### config.mk
export PLATFORM = sky130hd
export DESIGN_NAME = fb_swap_ctrl
export DESIGN_NICKNAME = d
export VERILOG_FILES = /design/src/rtl/fb_swap_pkg.sv /design/src/rtl/fb_wr_fifo.sv /design/src/rtl/fb_swap_ctrl.sv
export SDC_FILE = /design/constraint.sdc
export NUM_CORES = 1
export LEC_CHECK = 0
export BUFFER_PORTS_ARGS = -buffer_cell sky130_fd_sc_hd__clkbuf_2
export CAP_MARGIN = 20
export CORE_UTILIZATION = 50
export DETAILED_ROUTE_END_ITERATION = 16
export PLACE_DENSITY = 0.79
export SETUP_SLACK_MARGIN = 0.1
export SLEW_MARGIN = 10
export SYNTH_ARGS = -nofsm -noshare
export SYNTH_HDL_FRONTEND = slang
export SYNTH_HIERARCHICAL = 1
export SYNTH_SLANG_ARGS = --single-unit
### constraint.sdc
create_clock -name clk_clk -period 3.41 [get_ports clk_clk]
set_input_delay 0 -clock clk_clk [delete_from_list [all_inputs] [get_ports clk_clk]]
set_output_delay 0 -clock clk_clk [all_outputs]
set_load 0.01 [all_outputs]
### src/rtl/fb_swap_pkg.sv
// Shared types and defaults for the frame-buffer swap controller.
package fb_swap_pkg;

  localparam int DEF_ADDR_W    = 8;
  localparam int DEF_DATA_W    = 8;
  localparam int DEF_CLEAR_VAL = 0;

  typedef enum logic [1:0] {
    ST_IDLE      = 2'd0,
    ST_SWAP_WAIT = 2'd1,
    ST_CLEAR     = 2'd2
  } state_t;

endpackage

### src/rtl/fb_wr_fifo.sv
// Small synchronous FIFO holding {addr, data} back-buffer writes.
// Read data is taken combinationally from the head entry so a pop can be
// registered into the output stage in the same cycle it is granted.
module fb_wr_fifo #(
  parameter int WIDTH = 16,
  parameter int DEPTH = 4,
  localparam int PTR_W = $clog2(DEPTH)
) (
  input  logic             clk,
  input  logic             rst_n,
  input  logic             i_push,
  input  logic [WIDTH-1:0] i_din,
  input  logic             i_pop,
  output logic [WIDTH-1:0] o_dout,
  output logic             o_full,
  output logic             o_empty,
  output logic [PTR_W:0]   o_count
);

  logic [WIDTH-1:0] r_mem [DEPTH];
  logic [PTR_W-1:0] r_wr_ptr;
  logic [PTR_W-1:0] r_rd_ptr;
  logic [PTR_W:0]   r_count;
  logic             w_do_push;
  logic             w_do_pop;

  assign o_full    = (r_count == (PTR_W+1)'(DEPTH));
  assign o_empty   = (r_count == '0);
  assign o_count   = r_count;
  assign o_dout    = r_mem[r_rd_ptr];
  assign w_do_pop  = i_pop && !o_empty;
  // A push into a full FIFO is still taken when the head leaves the same cycle.
  assign w_do_push = i_push && (!o_full || w_do_pop);

  // Storage array; contents need no reset because pointers define validity.
  always_ff @(posedge clk) begin
    if (w_do_push) r_mem[r_wr_ptr] <= i_din;
  end

  // Pointer and occupancy bookkeeping.
  always_ff @(posedge clk or negedge rst_n) begin
    if (!rst_n) begin
      r_wr_ptr <= '0;
      r_rd_ptr <= '0;
      r_count  <= '0;
    end else begin
      if (w_do_push) r_wr_ptr <= r_wr_ptr + PTR_W'(1);
      if (w_do_pop)  r_rd_ptr <= r_rd_ptr + PTR_W'(1);
      case ({w_do_push, w_do_pop})
        2'b10:   r_count <= r_count + (PTR_W+1)'(1);
        2'b01:   r_count <= r_count - (PTR_W+1)'(1);
        default: r_count <= r_count;
      endcase
    end
  end

endmodule

### src/rtl/fb_swap_ctrl.sv
// Front/back buffer swap controller: PIO level edges become single-cycle
// back-buffer writes, flips happen only in vblank after pre-swap writes
// drain, and the new back buffer is optionally cleared after each flip.
module fb_swap_ctrl
  import fb_swap_pkg::*;
#(
  parameter int ADDR_W     = DEF_ADDR_W,
  parameter int DATA_W     = DEF_DATA_W,
  parameter int FIFO_DEPTH = 4,
  parameter int CLEAR_EN   = 1,
  parameter int CLEAR_VAL  = DEF_CLEAR_VAL
) (
  input  logic              clk_clk,
  input  logic              reset_reset_n,
  input  logic [7:0]        pio_bb_we,
  input  logic [ADDR_W-1:0] pio_waddr,
  input  logic [DATA_W-1:0] pio_din,
  input  logic [7:0]        pio_swap,
  input  logic              vblank,
  output logic              fb_we,
  output logic              fb_sel,
  output logic [ADDR_W-1:0] fb_waddr,
  output logic [DATA_W-1:0] fb_wdata,
  output logic              front_sel,
  output logic              busy,
  output logic              overflow
);

  localparam int CNT_W   = $clog2(FIFO_DEPTH) + 1;
  localparam int ENTRY_W = ADDR_W + DATA_W;

  logic              r_we_cur, r_we_prev, r_sw_cur, r_sw_prev;
  logic              w_we_edge, w_swap_edge;
  state_t            r_state, w_state_next;
  logic [CNT_W-1:0]  r_drain_cnt, w_drain_next;
  logic [ADDR_W-1:0] r_clr_addr, w_clr_next;
  logic              r_front_sel, w_front_next;
  logic              r_fb_we, r_overflow;
  logic [ADDR_W-1:0] r_fb_waddr;
  logic [DATA_W-1:0] r_fb_wdata;
  logic              w_pop_allow, w_pop, w_clr_wr;
  logic [ENTRY_W-1:0] w_fifo_dout;
  logic              w_full, w_empty;
  logic [CNT_W-1:0]  w_count;
  logic              w_unused;

  // Only bit 0 of each PIO export carries meaning.
  assign w_unused = ^{pio_bb_we[7:1], pio_swap[7:1]};

  assign w_we_edge   = r_we_cur & ~r_we_prev;
  assign w_swap_edge = r_sw_cur & ~r_sw_prev;
  assign w_pop       = w_pop_allow && !w_empty;

  fb_wr_fifo #(
    .WIDTH (ENTRY_W),
    .DEPTH (FIFO_DEPTH)
  ) u_fifo (
    .clk     (clk_clk),
    .rst_n   (reset_reset_n),
    .i_push  (w_we_edge),
    .i_din   ({pio_waddr, pio_din}),
    .i_pop   (w_pop),
    .o_dout  (w_fifo_dout),
    .o_full  (w_full),
    .o_empty (w_empty),
    .o_count (w_count)
  );

  // Two-stage capture of the PIO levels for rising-edge detection.
  always_ff @(posedge clk_clk or negedge reset_reset_n) begin
    if (!reset_reset_n) begin
      r_we_cur  <= 1'b0;
      r_we_prev <= 1'b0;
      r_sw_cur  <= 1'b0;
      r_sw_prev <= 1'b0;
    end else begin
      r_we_cur  <= pio_bb_we[0];
      r_we_prev <= r_we_cur;
      r_sw_cur  <= pio_swap[0];
      r_sw_prev <= r_sw_cur;
    end
  end

  // Next-state logic: pop gating, drain counting, flip and clear sweep.
  always_comb begin
    w_state_next = r_state;
    w_drain_next = r_drain_cnt;
    w_clr_next   = r_clr_addr;
    w_front_next = r_front_sel;
    w_pop_allow  = 1'b0;
    w_clr_wr     = 1'b0;
    case (r_state)
      ST_IDLE: begin
        w_pop_allow = 1'b1;
        if (w_swap_edge) begin
          // Entries already queued, minus the one leaving this cycle.
          w_drain_next = w_empty ? w_count : (w_count - CNT_W'(1));
          w_state_next = ST_SWAP_WAIT;
        end
      end
      ST_SWAP_WAIT: begin
        if (r_drain_cnt != '0) begin
          w_pop_allow = 1'b1;
          if (!w_empty) w_drain_next = r_drain_cnt - CNT_W'(1);
        end else if (!r_fb_we && vblank) begin
          w_front_next = ~r_front_sel;
          w_clr_next   = '0;
          w_state_next = (CLEAR_EN != 0) ? ST_CLEAR : ST_IDLE;
        end
      end
      ST_CLEAR: begin
        w_clr_wr   = 1'b1;
        w_clr_next = r_clr_addr + ADDR_W'(1);
        if (r_clr_addr == '1) w_state_next = ST_IDLE;
      end
      default: w_state_next = ST_IDLE;
    endcase
  end

  // Control state registers.
  always_ff @(posedge clk_clk or negedge reset_reset_n) begin
    if (!reset_reset_n) begin
      r_state     <= ST_IDLE;
      r_drain_cnt <= '0;
      r_clr_addr  <= '0;
      r_front_sel <= 1'b0;
    end else begin
      r_state     <= w_state_next;
      r_drain_cnt <= w_drain_next;
      r_clr_addr  <= w_clr_next;
      r_front_sel <= w_front_next;
    end
  end

  // Registered write port and sticky drop flag.
  always_ff @(posedge clk_clk or negedge reset_reset_n) begin
    if (!reset_reset_n) begin
      r_fb_we    <= 1'b0;
      r_fb_waddr <= '0;
      r_fb_wdata <= '0;
      r_overflow <= 1'b0;
    end else begin
      r_fb_we <= w_pop || w_clr_wr;
      if (w_clr_wr) begin
        r_fb_waddr <= r_clr_addr;
        r_fb_wdata <= DATA_W'(CLEAR_VAL);
      end else if (w_pop) begin
        r_fb_waddr <= w_fifo_dout[ENTRY_W-1:DATA_W];
        r_fb_wdata <= w_fifo_dout[DATA_W-1:0];
      end
      if (w_we_edge && w_full && !w_pop) r_overflow <= 1'b1;
    end
  end

  assign fb_we     = r_fb_we;
  assign fb_waddr  = r_fb_waddr;
  assign fb_wdata  = r_fb_wdata;
  assign front_sel = r_front_sel;
  assign fb_sel    = ~r_front_sel;
  assign overflow  = r_overflow;
  assign busy      = (r_state != ST_IDLE) || !w_empty;

endmodule
==> results of run 1 <==
power groups by stage:
stage / Sequential [mW] / Clock [mW] / Combinational (mW)
finish: 1.92 / 0.726 / 1.40
global route: 1.96 / 0.792 / 1.57
CTS: 1.93 / 0.746 / 1.41
detailed placement: 1.95 / 0 / 1.39
global placement: 1.94 / 0 / 1.34
floorplan: 1.87 / 0 / 1.11
worst max-delay path, stage by stage, from the launching register on:
cell and delay, ns:
dfrtp_1 0.47, nor3_1 0.41, or3_1 0.25, clkinv_4 0.16, o21a_4 0.29, inv_1 0.08
ha_1 0.18, inv_1 0.06, fa_1 0.38, xor2_1 0.15, nor2_1 0.11, xor2_1 0.14
cells by family (layout without fill, tap and decap cells):
family / count (synthesis) / after routing / share of synthesized area
AOI/OAI and AO/OA: 46 / 46 / 0.0650
xor gates and xnor gates: 11 / 11 / 0.0218
buffers and inverters: 26 / 94 / 0.0317
DFF: 107 / 107 / 0.677
adders and majority gates: 10 / 10 / 0.0300
and+or+nand+nor: 74 / 74 / 0.0806
muxes: 21 / 21 / 0.0938
per-layer routing:
layer  wire length [um]  part of all wire  track usage  vias to the layer above
li1                   -                 -            -                     1202
met1               3280              0.44        0.226                     1257
met2               3820              0.52        0.301                       43
met3                214             0.029       0.0490                        8
met4                 98             0.013       0.0622                        0
met5                  0                 0            0                        -
state kept, by name, summed over array words and instances, names as in the netlist:
signal           count
front_sel            1
fb_wdata             8
r_we_prev            1
r_clr_addr           8
u_fifo/r_rd_ptr      2
r_sw_cur             1
fb_waddr             8
u_fifo/r_wr_ptr      2
r_drain_cnt          3
r_state              2
u_fifo/o_count       3
overflow             1
r_sw_prev            1
fb_we                1
u_fifo/r_mem        64
r_we_cur             1
metrics by stage:
stage / hold WS, ns / util / total power, mW / setup slack, ns / std cells
finish: 0.0616 / 0.608 / 4.05 / 0.653 / 468
global route: 0.0949 / 0.608 / 4.33 / 0.400 / 468
CTS: 0.0520 / 0.606 / 4.09 / 0.627 / 467
detailed placement: 0.114 / 0.561 / 3.34 / 0.697 / 432
global placement: 0.113 / 0.561 / 3.28 / 0.781 / 432
floorplan: -0.296 / - / 2.98 / 0.812 / 295
placed cells by master (no fill, tap or decap), drive strengths merged, types with 9 or more instances in the layout:
cell         Yosys  final
clkbuf           1     51
ha               9      9
a21oi           25     25
dfrtp           43     43
edfxtp          64     64
nor2            15     15
nand2           32     32
dlygate4sd3      0     19
mux4            16     16
inv             13     17
worst paths after layout:
path | from | end | slack, ns | cells past startpoint
worst max-delay path | u_fifo/o_count[0]$_DFFE_PN0P_ | u_fifo/o_count[2]$_DFFE_PN0P_ | 0.65 | 11
worst min-delay path | vblank | r_state[0]$_DFFE_PN0P_ | 0.06 | 4
worst max register to register | u_fifo/o_count[0]$_DFFE_PN0P_ | u_fifo/o_count[2]$_DFFE_PN0P_ | 0.65 | 11
worst min register to register | r_we_cur$_DFF_PN0_ | r_we_prev$_DFF_PN0_ | 0.38 | 0
max in group asynchronous | reset_reset_n | fb_wdata[7]$_DFFE_PN0P_ | 2.84 | 3
min in group asynchronous | reset_reset_n | fb_waddr[5]$_DFFE_PN0P_ | 0.09 | 2
cell type report:
class	count	share of cell area
clock buffer	10	0.0250
clock inverter	6	0.0108
inverter	14	0.0113
multi-input combinational	162	0.253
sequential	107	0.588
tap	105	0.0258
timing repair buffer	64	0.0859
repair_timing:
| item | CTS | global route |
|---|---|---|
| hold buffers | 19 | 0 |
| resized for setup | 0 | 0 |
| hold endpoints to repair | 109 | 0 |
==> impl_metrics.json, run 1 <==
{
  "status": "completed",
  "synth-seq-cells": 107,
  "rsz0062_at_grt": "false",
  "fin_area_mm2": 0.00510,
  "wl_um": 7420,
  "path_max_fanout": 18,
  "clock_sinks": 107,
  "skew_ns": 0.0119,
  "comb_power_share": 0.346,
  "synth_most_common_cell": "edfxtp_1",
  "seqPwrFrac": 0.475,
  "synth_commonest_cells": "edfxtp_1, dfrtp_1, nand2_1, a21oi_1, mux4_2",
  "grt_pass1_vias": 2462,
  "finalCritPeriodShare": 0.808,
  "dieHeight_um": 96.1,
  "root_buffer": "clkbuf_8",
  "ant_nets": 0,
  "peakVddDrop_v": 0.000347,
  "power.switching_mw": 1.40,
  "synth-main-ff-cell": "edfxtp_1",
  "worst-endpoint-required_ns": 3.70,
  "grt_overflow": 0,
  "max_clock_freq_ghz": 0.363,
  "tightest_slew_ns": 0.778,
  "endpoint_kind": "register",
  "drc_errors": 0,
  "htree_levels": 3,
  "syn_inst": 295,
  "grt_max_degree": 44,
  "start_kind": "register",
  "die_w_um": 96.1,
  "cts_tree": "yes",
  "synth.avg_cell_area_um2": 15.0,
  "cts_buffer_depth": 2,
  "rows": 33,
  "tns_ns": 0,
  "internal-power_mw": 2.65,
  "area_growth_pct": 15.1,
  "cts_setup_buffers": 0,
  "crit_type": "register to register",
  "detail_route.iter0.violations": 135,
  "final_hold_viol_count": 0,
  "drt-wirelength-per-cell_um": 15.9,
  "synth_cell_type_count": 46,
  "arrival_ns": 3.05,
  "die-area_mm2": 0.00923,
  "syn_nets": 340,
  "firstDrtPassIters": 4,
  "clock_latency_ns": 0.37,
  "final_nets": 403,
  "yosys-top-cells-area": "edfxtp_1, dfrtp_1, mux4_2",
  "yosys_warnings": 6,
  "maxSlewHeadroom": 0.482,
  "multi_input_area_mm2": 0.00129,
  "coreArea_mm2": 0.00838,
  "vias": 2510,
  "async_reset_ff_frac": 0.402,
  "setup_violations": 0,
  "io_pins": 56,
  "dp_hpwl_um": 4870,
  "gp_congestion": 0.747,
  "grt_antenna_before_repair": 0,
  "fin_crit_ns": 2.76,
  "maxCapViolCount": 0,
  "regArea_mm2": 0.00300,
  "numPortBuffers": 41,
  "antennaDiodeCount": 0,
  "swShare": 0.346,
  "viasPerCell": 5.36,
  "synth-seq-area-share": 0.677,
  "leakage_nw": 2.03,
  "initial_core_util": 0.528,
  "synth_top_area_frac": 0.434,
  "fillCellCount": 636,
  "drv_slew": 0,
  "placed_area_mm2": 0.00470,
  "hold_class": "input pin to register",
  "cts_made_buffers": 9,
  "drive_above_1_share": 0.242,
  "grt_pass1_wl_um": 12000,
  "clk_pin_slew_ns": 0.10,
  "synth_top_area_cell": "edfxtp_1",
  "gr-usage-all-layers": 0.180,
  "clock_power_share": 0.179,
  "synthesis.area_mm2": 0.00443,
  "synth_edf_count": 64,
  "power.density_mw_per_mm2": 794
}
Note: power is estimated with default switching activity, not from simulation.
==> run 2: changes to the inputs <==
ABC_AREA = 1   (was unset)
PLACE_DENSITY = 0.82   (was 0.79)
clock period = 2.5 ns   (was 3.41 ns; I/O delays follow)
==> impl_metrics.json, run 2 <==
{
  "setup_violations": 0,
  "htree_levels": 3,
  "yosys-top-cells-area": "edfxtp_1, dfrtp_1, nand2_1",
  "vias": 3428,
  "synth_fa_ha_area_frac": 0.0278,
  "final_common_cell": "nand2_1",
  "grt_max_degree": 44,
  "gr-usage-all-layers": 0.196,
  "start_kind": "register",
  "synth.avg_cell_area_um2": 10.3,
  "muxShareOfSynthArea": 0,
  "maxSlewHeadroom": 0.508,
  "firstDrtPassIters": 4,
  "leakage_nw": 2.43,
  "cts_made_buffers": 9,
  "area_growth_pct": 15.9,
  "clock_sinks": 107,
  "crit_chain": "nor2_4 > nand2_2 > inv_1 > nor2_2 > nand2_4 > inv_2 > inv_1 > nand3_2 > nand2_4 > ha_1 > inv_1 > fa_1 > nand2_1 > nand3_1 > nand2_1 > nand2_1",
  "final_hold_viol_count": 0,
  "synth_top_area_cell": "edfxtp_1",
  "gp_congestion": 0.801,
  "hold_class": "input pin to register",
  "tightest_slew_ns": 0.739,
  "viasPerCell": 5.12,
  "syn_inst": 465,
  "synthesis.area_mm2": 0.00477,
  "yosys.area_share.simple": 0.199,
  "yosys_warnings": 6,
  "grt_overflow": 0,
  "coreArea_mm2": 0.00924,
  "multi_input_area_mm2": 0.00146,
  "critPathMaxStageDelay_ns": 0.46,
  "synth_commonest_cells": "nand2_1, edfxtp_1, nor2_1, o21ai_1, nand3_1",
  "skew_ns": 0.0133,
  "async_reset_ff_frac": 0.402,
  "fillCellCount": 738,
  "rsz0062_at_grt": "false",
  "clock_latency_ns": 0.37,
  "endpoint_kind": "register",
  "seqPwrFrac": 0.400,
  "synth_xor_area_frac": 0.00551,
  "synth_top_family_by_area": "simple AND/OR/NAND/NOR gates",
  "pre_cts_ws_ns": 0.125,
  "power.density_mw_per_mm2": 1200,
  "syn_nets": 510,
  "crit_type": "register to register",
  "io_pins": 56,
  "crit_path_top_delay_cell": "dfrtp_2",
  "cts_tree": "yes",
  "grt_pass1_vias": 3255,
  "synth_top_area_frac": 0.403,
  "cts_buffer_depth": 2,
  "antennaDiodeCount": 0,
  "synth-seq-area-share": 0.629,
  "clk_pin_slew_ns": 0.11,
  "synth_cell_type_count": 29,
  "comb_power_share": 0.428,
  "die-area_mm2": 0.00993,
  "internal-power_mw": 3.89,
  "crit_buf_inv": 4,
  "post-route-util": 0.598,
  "synth_edf_count": 64,
  "rows": 35,
  "clock_power_share": 0.172,
  "detail_route.iter0.violations": 179,
  "swShare": 0.411,
  "regMostFlops": "u_fifo/r_mem",
  "peakVddDrop_v": 0.000736,
  "drv_slew": 0,
  "grt_antenna_before_repair": 0,
  "die_w_um": 99.7,
  "drc_errors": 0,
  "status": "completed",
  "root_buffer": "clkbuf_8",
  "arrival_ns": 2.58,
  "regArea_mm2": 0.00300,
  "grt_pass1_wl_um": 15000,
  "drt-wirelength-per-cell_um": 13.7,
  "tns_ns": 0,
  "drive_above_1_share": 0.169,
  "setup_ws_ns": 0.180,
  "ant_nets": 0,
  "path_max_fanout": 7,
  "final_nets": 580,
  "synth-seq-cells": 107,
  "numPortBuffers": 41,
  "final_cell_mix": "nand2_1, edfxtp_1, nor2_1, o21ai_1, nand3_1",
  "largest_reg_flops": 64,
  "initial_core_util": 0.516,
  "maxCapViolCount": 0,
  "wl_um": 9180,
  "synth-compound-area-share": 0.0711,
  "synth-main-ff-cell": "edfxtp_1",
  "dieHeight_um": 99.7,
  "synth_most_common_cell": "nand2_1",
  "finalCritPeriodShare": 0.928,
  "crit_family": "simple AND/OR/NAND/NOR gates",
  "max_clock_freq_ghz": 0.431,
  "fin_crit_ns": 2.32,
  "dp_hpwl_um": 5740,
  "power.switching_mw": 2.72,
  "worst-endpoint-required_ns": 2.76
}
-- run 2: cell types whose count changed after synthesis, sizes merged, moves of 16 or more --
cell / change
inv: +27
nand3: +43
a21oi: -24
nand2: +76
mux4: -16
nor2: +50
o21ai: +56
-- run 2: repair_timing --
item                                    4_1_cts  5_1_grt
gates resized for setup                       0        8
hold buffers                                 19        0
endpoints found under the setup margin        0        2
buffers inserted                              0        6
endpoints found under the hold margin       109        0
-- run 2: through the flow --
stage                     power, mW  cell area [um^2]  hold WS, ns  instances
after global routing           7.14              5530       0.0253        669
after floorplan                4.73              4770       -0.296        465
after CTS                      6.47              5440      0.00686        662
final                          6.61              5530       0.0153        669
after detailed placement       5.31              5020        0.114        627
after global placement         5.16              5020        0.111        627
-- run 2: power groups by stage --
stage	clock network (mW)	logic, mW	registers [mW]
2_1_floorplan	0	2.08	2.65
3_3_place_gp	0	2.51	2.65
3_5_place_dp	0	2.63	2.68
4_1_cts	1.16	2.67	2.64
5_1_grt	1.23	3.21	2.70
6_report	1.14	2.83	2.64
-- run 2: cells by family (layout without fill, tap and decap cells) --
| kind of cell | after synthesis | after routing |
|---|---|---|
| simple gates | 223 | 223 |
| flops | 107 | 107 |
| compound gates | 66 | 66 |
| buf+inv | 56 | 131 |
| fa+ha+maj | 10 | 10 |
| xor+xnor | 3 | 3 |
-- run 2: area by class of cell --
| type | instances | area share |
|---|---|---|
| Multi-Input combinational cell | 302 | 0.264 |
| Inverter | 40 | 0.0281 |
| Timing Repair Buffer | 75 | 0.0955 |
| Sequential cell | 107 | 0.543 |
| Clock buffer | 9 | 0.0224 |
| Tap cell | 129 | 0.0292 |
| Clock inverter | 7 | 0.0181 |
-- run 2: final timing paths --
path / cells after the start / slack (ns) / end / from
worst min register to register: 0 / 0.38 / r_we_prev$_DFF_PN0_ / r_we_cur$_DFF_PN0_
worst min-delay path: 6 / 0.02 / r_state[0]$_DFFE_PN0P_ / vblank
min in group asynchronous: 2 / 0.11 / fb_wdata[0]$_DFFE_PN0P_ / reset_reset_n
worst max register to register: 16 / 0.18 / u_fifo/o_count[2]$_DFFE_PN0P_ / u_fifo/o_count[0]$_DFFE_PN0P_
max in group asynchronous: 3 / 1.87 / r_clr_addr[5]$_DFFE_PN0P_ / reset_reset_n
worst max-delay path: 16 / 0.18 / u_fifo/o_count[2]$_DFFE_PN0P_ / u_fifo/o_count[0]$_DFFE_PN0P_
-- run 2: layer usage --
metal	GRT usage	wire length, um	vias up
li1	-	-	1686
met1	0.241	3900	1616
met2	0.341	4560	115
met3	0.0429	600	11
met4	0.0701	114	0
met5	0	0	-
-- run 2: worst reg2reg max path: cells and delay by family, from the launching register on --
kind	cells	cell delay [ns]
adders and majority gates	2	0.55
DFF	1	0.46
buffers and inverters	4	0.26
and+or+nand+nor	10	0.96
==> run 3: changes to the inputs <==
ABC_AREA = unset   (was 1)
CTS_CLUSTER_DIAMETER = 200   (was unset)
==> impl_metrics.json, run 3 (same netlist as run 1, synthesis figures left out) <==
{
  "area_growth_pct": 18.4,
  "top_usage_layer": "met2",
  "dieHeight_um": 96.1,
  "drv_slew": 0,
  "coreArea_mm2": 0.00838,
  "drc_errors": 0,
  "tightest_slew_ns": 0.468,
  "die-area_mm2": 0.00923,
  "status": "completed",
  "max_clock_freq_ghz": 0.429,
  "grt_max_degree": 44,
  "grt_pass1_wl_um": 13100,
  "clock_latency_ns": 0.37,
  "start_kind": "register",
  "dp_hpwl_um": 5220,
  "rows": 33,
  "ant_nets": 0,
  "path_max_fanout": 4,
  "finalCritPeriodShare": 0.933,
  "met3_usage": 0.0379,
  "crit_type": "register to register",
  "grt_antenna_before_repair": 0,
  "hold_class": "input pin to async pin",
  "root_buffer": "clkbuf_8",
  "regMostFlops": "u_fifo/r_mem",
  "setup_violations": 0,
  "drt-wirelength-per-cell_um": 16.7,
  "endpoint_kind": "register",
  "power.density_mw_per_mm2": 1110,
  "pre_cts_ws_ns": 0.0642,
  "worst-endpoint-required_ns": 2.79,
  "wl_um": 8050,
  "cts_buffer_depth": 2,
  "grt_pass1_vias": 2656,
  "use_met1": 0.258,
  "firstDrtPassIters": 4,
  "skew_ns": 0.0177,
  "cts_made_buffers": 9,
  "htree_levels": 3,
  "viasPerCell": 5.41,
  "vias": 2603,
  "setup_ws_ns": 0.167,
  "fin_crit_ns": 2.33,
  "gr-usage-all-layers": 0.196,
  "fillCellCount": 611,
  "rsz0062_at_grt": "true",
  "leakage_nw": 2.11,
  "final_nets": 416,
  "drive_above_1_share": 0.293,
  "io_pins": 56,
  "final_hold_viol_count": 0,
  "grt_use_met2": 0.322,
  "antennaDiodeCount": 0,
  "maxCapViolCount": 0,
  "peakVddDrop_v": 0.000489,
  "numPortBuffers": 41,
  "final_common_cell": "edfxtp_1",
  "maxSlewHeadroom": 0.688,
  "largest_reg_flops": 64,
  "clk_pin_slew_ns": 0.11,
  "initial_core_util": 0.528,
  "cts_tree": "yes",
  "arrival_ns": 2.62,
  "gp_congestion": 0.824,
  "tns_ns": 0,
  "grt_overflow": 0,
  "clock_sinks": 107,
  "final_cell_mix": "edfxtp_1, dfrtp_1, clkbuf_2, nand2_1, a21oi_1",
  "detail_route.iter0.violations": 130,
  "die_w_um": 96.1
}
==> run 3: cell types whose count changed in the layout (fill, tap and decap cells not counted), sizes merged, moves of 24 or more <==
cell,previous run,this run
nor2,65,15
a21oi,1,25
nand2,108,32
inv,44,18
o21ai,63,7
nand3,46,3
==> run 3: metal layers <==
layer / share of wire / wire (um)
met2: 0.51 / 4100
met3: 0.041 / 327
met5: 0 / 0
met1: 0.44 / 3510
met4: 0.014 / 116
==> run 3: cell type report <==
| class | count | area, um^2 | share of cell area |
|---|---|---|---|
| sequential | 107 | 3000 | 0.572 |
| tap | 105 | 131 | 0.0251 |
| clock buffer | 9 | 124 | 0.0236 |
| timing repair buffer | 77 | 536 | 0.102 |
| inverter | 14 | 57.6 | 0.0110 |
| clock inverter | 7 | 62.6 | 0.0119 |
| multi-input combinational | 162 | 1330 | 0.254 |
==> run 3: final timing paths <==
check                                           start                       endpoint  slack [ns]  cells past startpoint
max reg2reg                r_drain_cnt[0]$_DFFE_PN0P_  u_fifo/o_count[2]$_DFFE_PN0P_        0.17                     12
max                        r_drain_cnt[0]$_DFFE_PN0P_  u_fifo/o_count[2]$_DFFE_PN0P_        0.17                     12
min                                     reset_reset_n        fb_waddr[3]$_DFFE_PN0P_        0.04                      2
min reg2reg                        r_we_cur$_DFF_PN0_            r_we_prev$_DFF_PN0_        0.38                      0
max in group asynchronous               reset_reset_n     r_drain_cnt[0]$_DFFE_PN0P_        1.98                      3
min in group clk_clk                           vblank         r_state[0]$_DFFE_PN0P_        0.10                      4
==> run 3: power breakdown <==
group | internal, mW | leakage [nW] | switching, mW
Clock | 0.388 | 0.0984 | 0.618
Sequential | 2.28 | 1.10 | 0.244
Combinational | 1.14 | 0.910 | 1.17
==> run 3: worst max-delay path: stages, from the launching register on <==
cell,delay [ns]
dfrtp_1,0.37
inv_2,0.06
ha_4,0.17
and3b_1,0.16
or3_4,0.35
clkinv_4,0.08
o31a_4,0.15
ha_4,0.13
inv_1,0.05
fa_2,0.33
xor2_1,0.14
nor2_1,0.13
xor2_1,0.14
==> run 3: timing repair <==
item / in CTS / in global routing
hold buffers: 19 / 0
buffers inserted: 2 / 4
resized for setup: 1 / 2
endpoints found under the hold margin: 109 / 0
endpoints found under the setup margin: 1 / 2
pin swaps: 1 / 2
==> run 3: through the flow <==
step	power (mW)	cell area, um^2	std cells	hold slack (ns)	util
finish	5.84	5240	481	0.0395	0.625
global route	6.23	5240	481	0.0660	0.625
CTS	5.81	5180	476	0.0803	0.618
detailed placement	4.72	4790	439	0.110	0.571
global placement	4.60	4790	439	0.111	0.571
floorplan	4.12	4460	295	-0.296	-
